===== src/rtl/ram_arbiter.sv =====
// rtl/ram_arbiter.sv - zero-fill initialiser and two-port round-robin arbiter for a single-port ram
module ram_arbiter #(
    parameter int DATA_WIDTH = 16,
    parameter int N_WORDS    = 32,
    parameter int ADDR_WIDTH = $clog2(N_WORDS)
) (
    input  logic                  clk,
    input  logic                  rst_n,
    output logic                  init_done,

    input  logic                  req0_valid,
    output logic                  req0_ready,
    input  logic                  req0_we,
    input  logic [ADDR_WIDTH-1:0] req0_address,
    input  logic [DATA_WIDTH-1:0] req0_data,

    input  logic                  req1_valid,
    output logic                  req1_ready,
    input  logic                  req1_we,
    input  logic [ADDR_WIDTH-1:0] req1_address,
    input  logic [DATA_WIDTH-1:0] req1_data,

    output logic                  rsp0_valid,
    output logic [DATA_WIDTH-1:0] rsp0_data,
    output logic                  rsp1_valid,
    output logic [DATA_WIDTH-1:0] rsp1_data,

    output logic                  ram_we,
    output logic                  ram_re,
    output logic [ADDR_WIDTH-1:0] ram_address,
    output logic [DATA_WIDTH-1:0] ram_data_in,
    input  logic [DATA_WIDTH-1:0] ram_data_out
);

    localparam logic [0:0] ST_INIT = 1'b0;
    localparam logic [0:0] ST_RUN  = 1'b1;
    localparam logic [ADDR_WIDTH-1:0] LAST_ADDR = ADDR_WIDTH'(N_WORDS - 1);

    logic [0:0]            state;
    logic [ADDR_WIDTH-1:0] init_cnt;
    logic                  fill_issued;
    logic                  prio;

    logic                  grant0;
    logic                  grant1;
    logic                  accept;
    logic                  win_id;
    logic                  win_we;
    logic [ADDR_WIDTH-1:0] win_address;
    logic [DATA_WIDTH-1:0] win_data;

    logic                  rd_s1;
    logic                  rd_s2;
    logic                  id_s1;
    logic                  id_s2;

    // prio names the requester that wins a tie
    always_comb begin
        grant0 = 1'b0;
        grant1 = 1'b0;
        if (state == ST_RUN) begin
            if (req0_valid && req1_valid) begin
                grant0 = !prio;
                grant1 = prio;
            end else begin
                grant0 = req0_valid;
                grant1 = req1_valid;
            end
        end
    end

    assign req0_ready = grant0;
    assign req1_ready = grant1;
    assign accept     = grant0 | grant1;
    assign win_id     = grant1;

    always_comb begin
        if (grant1) begin
            win_we      = req1_we;
            win_address = req1_address;
            win_data    = req1_data;
        end else begin
            win_we      = req0_we;
            win_address = req0_address;
            win_data    = req0_data;
        end
    end

    // fill_issued marks the cycle after the last zero-write, before RUN is entered
    always_ff @(posedge clk or negedge rst_n) begin
        if (!rst_n) begin
            state       <= ST_INIT;
            init_cnt    <= '0;
            fill_issued <= 1'b0;
            init_done   <= 1'b0;
            prio        <= 1'b0;
            ram_we      <= 1'b0;
            ram_re      <= 1'b0;
            ram_address <= '0;
            ram_data_in <= '0;
        end else if (state == ST_INIT) begin
            ram_re <= 1'b0;
            if (!fill_issued) begin
                ram_we      <= 1'b1;
                ram_address <= init_cnt;
                ram_data_in <= '0;
                if (init_cnt == LAST_ADDR) begin
                    fill_issued <= 1'b1;
                end else begin
                    init_cnt <= init_cnt + 1'b1;
                end
            end else begin
                ram_we    <= 1'b0;
                state     <= ST_RUN;
                init_done <= 1'b1;
            end
        end else begin
            ram_we <= accept && win_we;
            ram_re <= accept && !win_we;
            if (accept) begin
                ram_address <= win_address;
                ram_data_in <= win_data;
                prio        <= !win_id;
            end
        end
    end

    // two-stage tag pipeline lines the response up with the ram's read data
    always_ff @(posedge clk or negedge rst_n) begin
        if (!rst_n) begin
            rd_s1      <= 1'b0;
            id_s1      <= 1'b0;
            rd_s2      <= 1'b0;
            id_s2      <= 1'b0;
            rsp0_valid <= 1'b0;
            rsp1_valid <= 1'b0;
        end else begin
            rd_s1      <= accept && !win_we;
            id_s1      <= win_id;
            rd_s2      <= rd_s1;
            id_s2      <= id_s1;
            rsp0_valid <= rd_s2 && !id_s2;
            rsp1_valid <= rd_s2 && id_s2;
        end
    end

    assign rsp0_data = ram_data_out;
    assign rsp1_data = ram_data_out;

endmodule


===== config.mk =====
export PLATFORM = sky130hd
export DESIGN_NAME = ram_arbiter
export DESIGN_NICKNAME = d
export VERILOG_FILES = /design/src/rtl/ram_arbiter.sv
export SDC_FILE = /design/constraint.sdc
export NUM_CORES = 1
export LEC_CHECK = 0
export CAP_MARGIN = 20
export CORE_MARGIN = 1.5
export CORE_UTILIZATION = 38
export CTS_BUF_LIST = sky130_fd_sc_hd__clkbuf_4
export DETAILED_ROUTE_END_ITERATION = 8
export GPL_ROUTABILITY_DRIVEN = 0
export PLACE_DENSITY = 0.83
export SLEW_MARGIN = 20
export SYNTH_ARGS = -nofsm -noshare
export SYNTH_HDL_FRONTEND = slang
export SYNTH_SLANG_ARGS = --single-unit

===== constraint.sdc =====
create_clock -name clk -period 2 [get_ports clk]
set_input_delay 0.4 -clock clk [delete_from_list [all_inputs] [get_ports clk]]
set_output_delay 0.4 -clock clk [all_outputs]
set_load 0.01 [all_outputs]

* Word level (Yosys, flattened, before mapping)
Cells that the tools add are included.
Storage, ports and cells: register bits 38, bits of input ports 64, output and inout bits 60, logic and storage cells 56
Operators by class: $add $sub $neg 1, equality and inequality tests 3, mux-type cells 20, bitwise operators 4, reduce and logical (&&, ||, !) cells 13
Operator list (count):
- $mux W16 | 4
- $mux W5 | 4
- $mux W1 | 12
- $reduce_and A2 Y1 | 3
- $add A5 B1 Y5 const B | 1
- $eq A5 B5 Y1 const B | 1
- $logic_and A1 B1 Y1 | 5
- $logic_not A1 Y1 | 4
- $not A1 Y1 | 3
- $reduce_and A3 Y1 | 1
- $ne A2 B1 Y1 const B | 1
- $ne A2 B2 Y1 const B | 1
- $or A1 B1 Y1 | 1

* Logic depth before layout (Yosys ltp)
Gate-level depths: netlist of the first run.
word-level depth 7, depth in mapped cells 6, gate-level depth less buffers 6

* Worst setup path before layout of the first run
No wires, ideal clock.
kind register to register, start point reg init_cnt[0], end point reg init_cnt[1], setup time 125 ps, data arrival time 1467 ps, required time 1875 ps, slack 409 ps, cell stages (with the launch flop) 6, buffers on the path 0, clock period less this slack 1591 ps, path through dfrtp_1 > ha_1 > and3_1 > ha_1 > nor2_4 > mux2_2
On the way: cells in the longest elaborated chain, start to end 3, elaborated cells on any way between the ends 4, classes of those cells 1 x add/sub; 1 x eq/ne; 1 x bitwise; 1 x reduce/logical
RTL lines:
- start, declared | RTL line 40 | logic [ADDR_WIDTH-1:0] init_cnt;
- start signal, assigned | RTL line 110 | init_cnt <= init_cnt + 1'b1;
- branches (longest 3 deep; another with $add A5 B1 Y5)
Parallel ways; which one is timed is not known. A chain may end at the register's enable or synchronous reset.

* Final worst setup path of the first run
start point in req0_valid, end point out req1_ready
On the way: cells in the longest elaborated chain, start to end 3
RTL lines:
- start, declared | RTL line 11 | input logic req0_valid,
- $logic_and A1 B1 Y1 | RTL line 62 | if (req0_valid && req1_valid) begin
- $mux W1 | RTL line 62
- $mux W1 | RTL line 61 | if (state == ST_RUN) begin
- end, declared | RTL line 18 | output logic req1_ready,
No other way between the ends.

==> results.md, run 1 <==
- Cell Pwr Density: 631 nW/µm²
- Diodes inserted: 0
- GR Layer Usage met1: 17.3%
- P_int: 1210 µW
- Main synth FF type: dfrtp_1
- Share of cells above drive strength 1: 10.8%
- Cell Area, Placed: 2560 µm²
- Critical Path AT: 1470 ps
- Pin count of the biggest net entering global routing: 39
- Cells after synthesis: 178
- Clk sinks: 38
- Async SR Flop Fraction: 100%
- Startpoint type of the worst setup path: input pin
- Final ANT Viol Nets: 0
- Critical Path Fanout Max: 3
- Detailed-route wire length: 4.14 mm
- Number of synthesized flops with an enable pin: 0
- GR peak layer: met2
- YS warnings: 0
- Slowest cell on crit path: clkdlybuf4s50_1
- Drt first pass iters: 4
- Max reg flops: 16
- Die Area: 5540 µm²
- Top Registers: ram_data_in: 16 flops, init_cnt: 5 flops, ram_address: 5 flops
- Status: completed
- Setup Crit Path Kind: in2out
- Final nets: 297
- Chip width: 74.4 µm
- Mapped Nets: 244
- Part of the cycle the worst path needs: 93.3%
- Worst-path clk slew: 110 ps
- Largest stage delay on the critical path: 440 ps
- Chip height: 74.4 µm
- P_leak: 0.00109 µW
- Via/cell ratio: 4.75
- Boundary Pins: 124
- RSZ-0062 raised after global routing: false
- Setup TNS: 0 ps
- Final Worst Setup Slack: 133 ps
- First-pass GRT wire length: 6.51 mm
- Comb pwr share: 25.0%
- Wirelength per Cell: 13.8 µm
- Std cell rows: 25
- Filler Cells Inserted: 468
- Fin. Hold Viols: 0
- DRC Markers: 0
- Area of the multi-input gates: 693 µm²
- Routed vias: 1420
- R2R cell count: 5
- Vias in the first global route: 1451
- Final Max Slew Viols: 0
- CTS root buf: clkbuf_4
- Most flops, register: ram_data_in
- Starting Density: 40.3%
- Top delay family on crit path: buffers and inverters
- Final Critical Period: 1870 ps
- CTS buffer count: 5
- Clock Path Buffers: 2
- Design area: 2610 µm²
- Worst Clk Skew: 4.39 ps
- Port bufs: 75
- Post-Route Hold Slack: 97.4 ps
- Final Setup Violations: 0
- Grt ovf: 0
- CTS tree: built
- Sw frac: 26.6%
- Initial drt markers: 66
- Global routing usage on met3: 5.69%
- Area grow syn2layout: 34.6%
- Achievable frequency: 536 MHz
- WP depth: 4
- Sequential share of the synthesized area: 49.0%
- Initial antenna violation count: 0
- Pre-CTS WS: -138 ps
- Post-synthesis register bit count: 38
- Total of max-cap violations: 0
- Slew @ Worst Pin: 487 ps
- Distinct cells, synth: 29
- Cell Area, Synth: 1940 µm²
- GRT Util Overall: 15.9%
- Final core utilization: 54.2%
- Clock network fraction of total power: 22.6%
- Max VDD drop: 296 µV
- Buffers & Inverters on Critical Path: 2
- Core area: 4820 µm²
- CTS H-tree depth: 2
- Net switching power: 439 µW
- Sequential fraction of design power: 52.4%
- Storage element area: 951 µm²
- Required @ worst endpoint: 1600 ps
- Worst path cell trace: clkdlybuf4s50_1 > and2b_4 > nor2_8 > dlygate4sd2_1
- Slew headroom: 67.5%
- Syn_area_per_cell: 10.9 µm²
- GRT met2 Usage: 27.3%
- Clk_lat worst skew: 340 ps
- Hold crit path type: in2async
- Crit path capture type: output port
- Final HPWL from detailed placement: 3.04 mm
==> final cells by class <==
cell class / count / area share (%)
tap: 67 / 3.21
clock buffer: 5 / 1.44
multi-input combinational: 100 / 26.5
clock inverter: 3 / 0.431
inverter: 1 / 0.144
sequential: 38 / 36.4
timing repair buffer: 85 / 31.8
==> power by group through the flow <==
stage | Sequential [µW] | Combinational (µW) | Clock [µW]
2_1_floorplan | 906 | 194 | 0
5_1_grt | 873 | 449 | 427
3_3_place_gp | 880 | 411 | 0
4_1_cts | 866 | 419 | 395
6_report | 865 | 412 | 372
3_5_place_dp | 881 | 420 | 0
==> placed cells by master (no fill, tap or decap), types with 4 or more instances in the layout <==
cell type	n
o21ai_0	9
nor2b_1	4
nand2_1	19
mux2i_1	22
o21ai_1	14
clkdlybuf4s50_1	72
dfrtp_1	38
clkbuf_4	5
nor3b_1	5
buf_4	9
a21oi_1	6
==> metrics by stage <==
stage	power, µW	cells
after floorplan	1100	178
after global placement	1290	291
after detailed placement	1300	291
after CTS	1680	299
after global routing	1750	299
final	1650	299
==> final timing paths <==
check | from | endpoint | slack, ps
setup reg to reg | init_cnt[0]$_DFFE_PN0P_ | init_cnt[1]$_DFFE_PN0P_ | 280
hold / removal | rst_n | ram_data_in[7]$_DFFE_PN0P_ | 100
hold reg to reg | id_s1$_DFF_PN0_ | id_s2$_DFF_PN0_ | 370
min in group clk | id_s1$_DFF_PN0_ | id_s2$_DFF_PN0_ | 370
setup / recovery | req0_valid | req1_ready | 130
max in group asynchronous | rst_n | ram_data_in[3]$_DFFE_PN0P_ | 1570
==> synth_stat cells, drive strengths merged (2+ instances only) <==
cell	n	share of area [%]
a21o	2	0.77
nor2	3	1.8
a21oi	6	1.5
xnor2	2	0.90
o21ai	24	6.2
dfrtp	38	49
nand2	20	4.3
ha	2	1.3
nor3b	5	1.9
buf	37	15
clkbuf	2	0.52
nor2b	4	1.3
or2	2	0.77
mux2	2	1.2
mux2i	22	11
==> cell families after synthesis <==
logic type	count (synthesis)	share of synthesized area, %
buffers and inverters	40	15.4
AND/OR/NAND/NOR	39	11.9
flip-flops	38	49.0
AO/OA/AOI/OAI	32	8.52
multiplexers	24	12.5
XOR/XNOR	3	1.36
adder cells (fa/ha/maj)	2	1.29
==> routing by layer <==
layer | part of all wire [%] | wire length [µm] | vias to the layer above
met1 | 40 | 1640 | 659
met2 | 46 | 1910 | 77
met5 | 0 | 0 | -
li1 | - | - | 670
met4 | 2.6 | 106 | 0
met3 | 12 | 477 | 14
==> timing repair <==
action,in CTS,in global routing
hold buffers,0,0
resized for setup,2,0
setup endpoints to repair,2,0
setup buffers,0,0
(Power assumes the default switching activity.)
==> run 2: changes to the inputs <==
--- a/config.mk
+++ b/config.mk
@@ -12,7 +12,6 @@
 export DETAILED_ROUTE_END_ITERATION = 8
 export GPL_ROUTABILITY_DRIVEN = 0
 export PLACE_DENSITY = 0.83
-export SLEW_MARGIN = 20
 export SYNTH_ARGS = -nofsm -noshare
 export SYNTH_HDL_FRONTEND = slang
 export SYNTH_SLANG_ARGS = --single-unit
==> results of run 2 <==
No change in the layout: final DEF, timing and power equal those of run 1.
==> run 3: changes to the inputs <==
--- a/config.mk
+++ b/config.mk
@@ -15,3 +15,4 @@
 export SYNTH_ARGS = -nofsm -noshare
 export SYNTH_HDL_FRONTEND = slang
 export SYNTH_SLANG_ARGS = --single-unit
+export TNS_END_PERCENT = 50
==> results of run 3 <==
No change in the layout: final DEF, timing and power equal those of run 1.
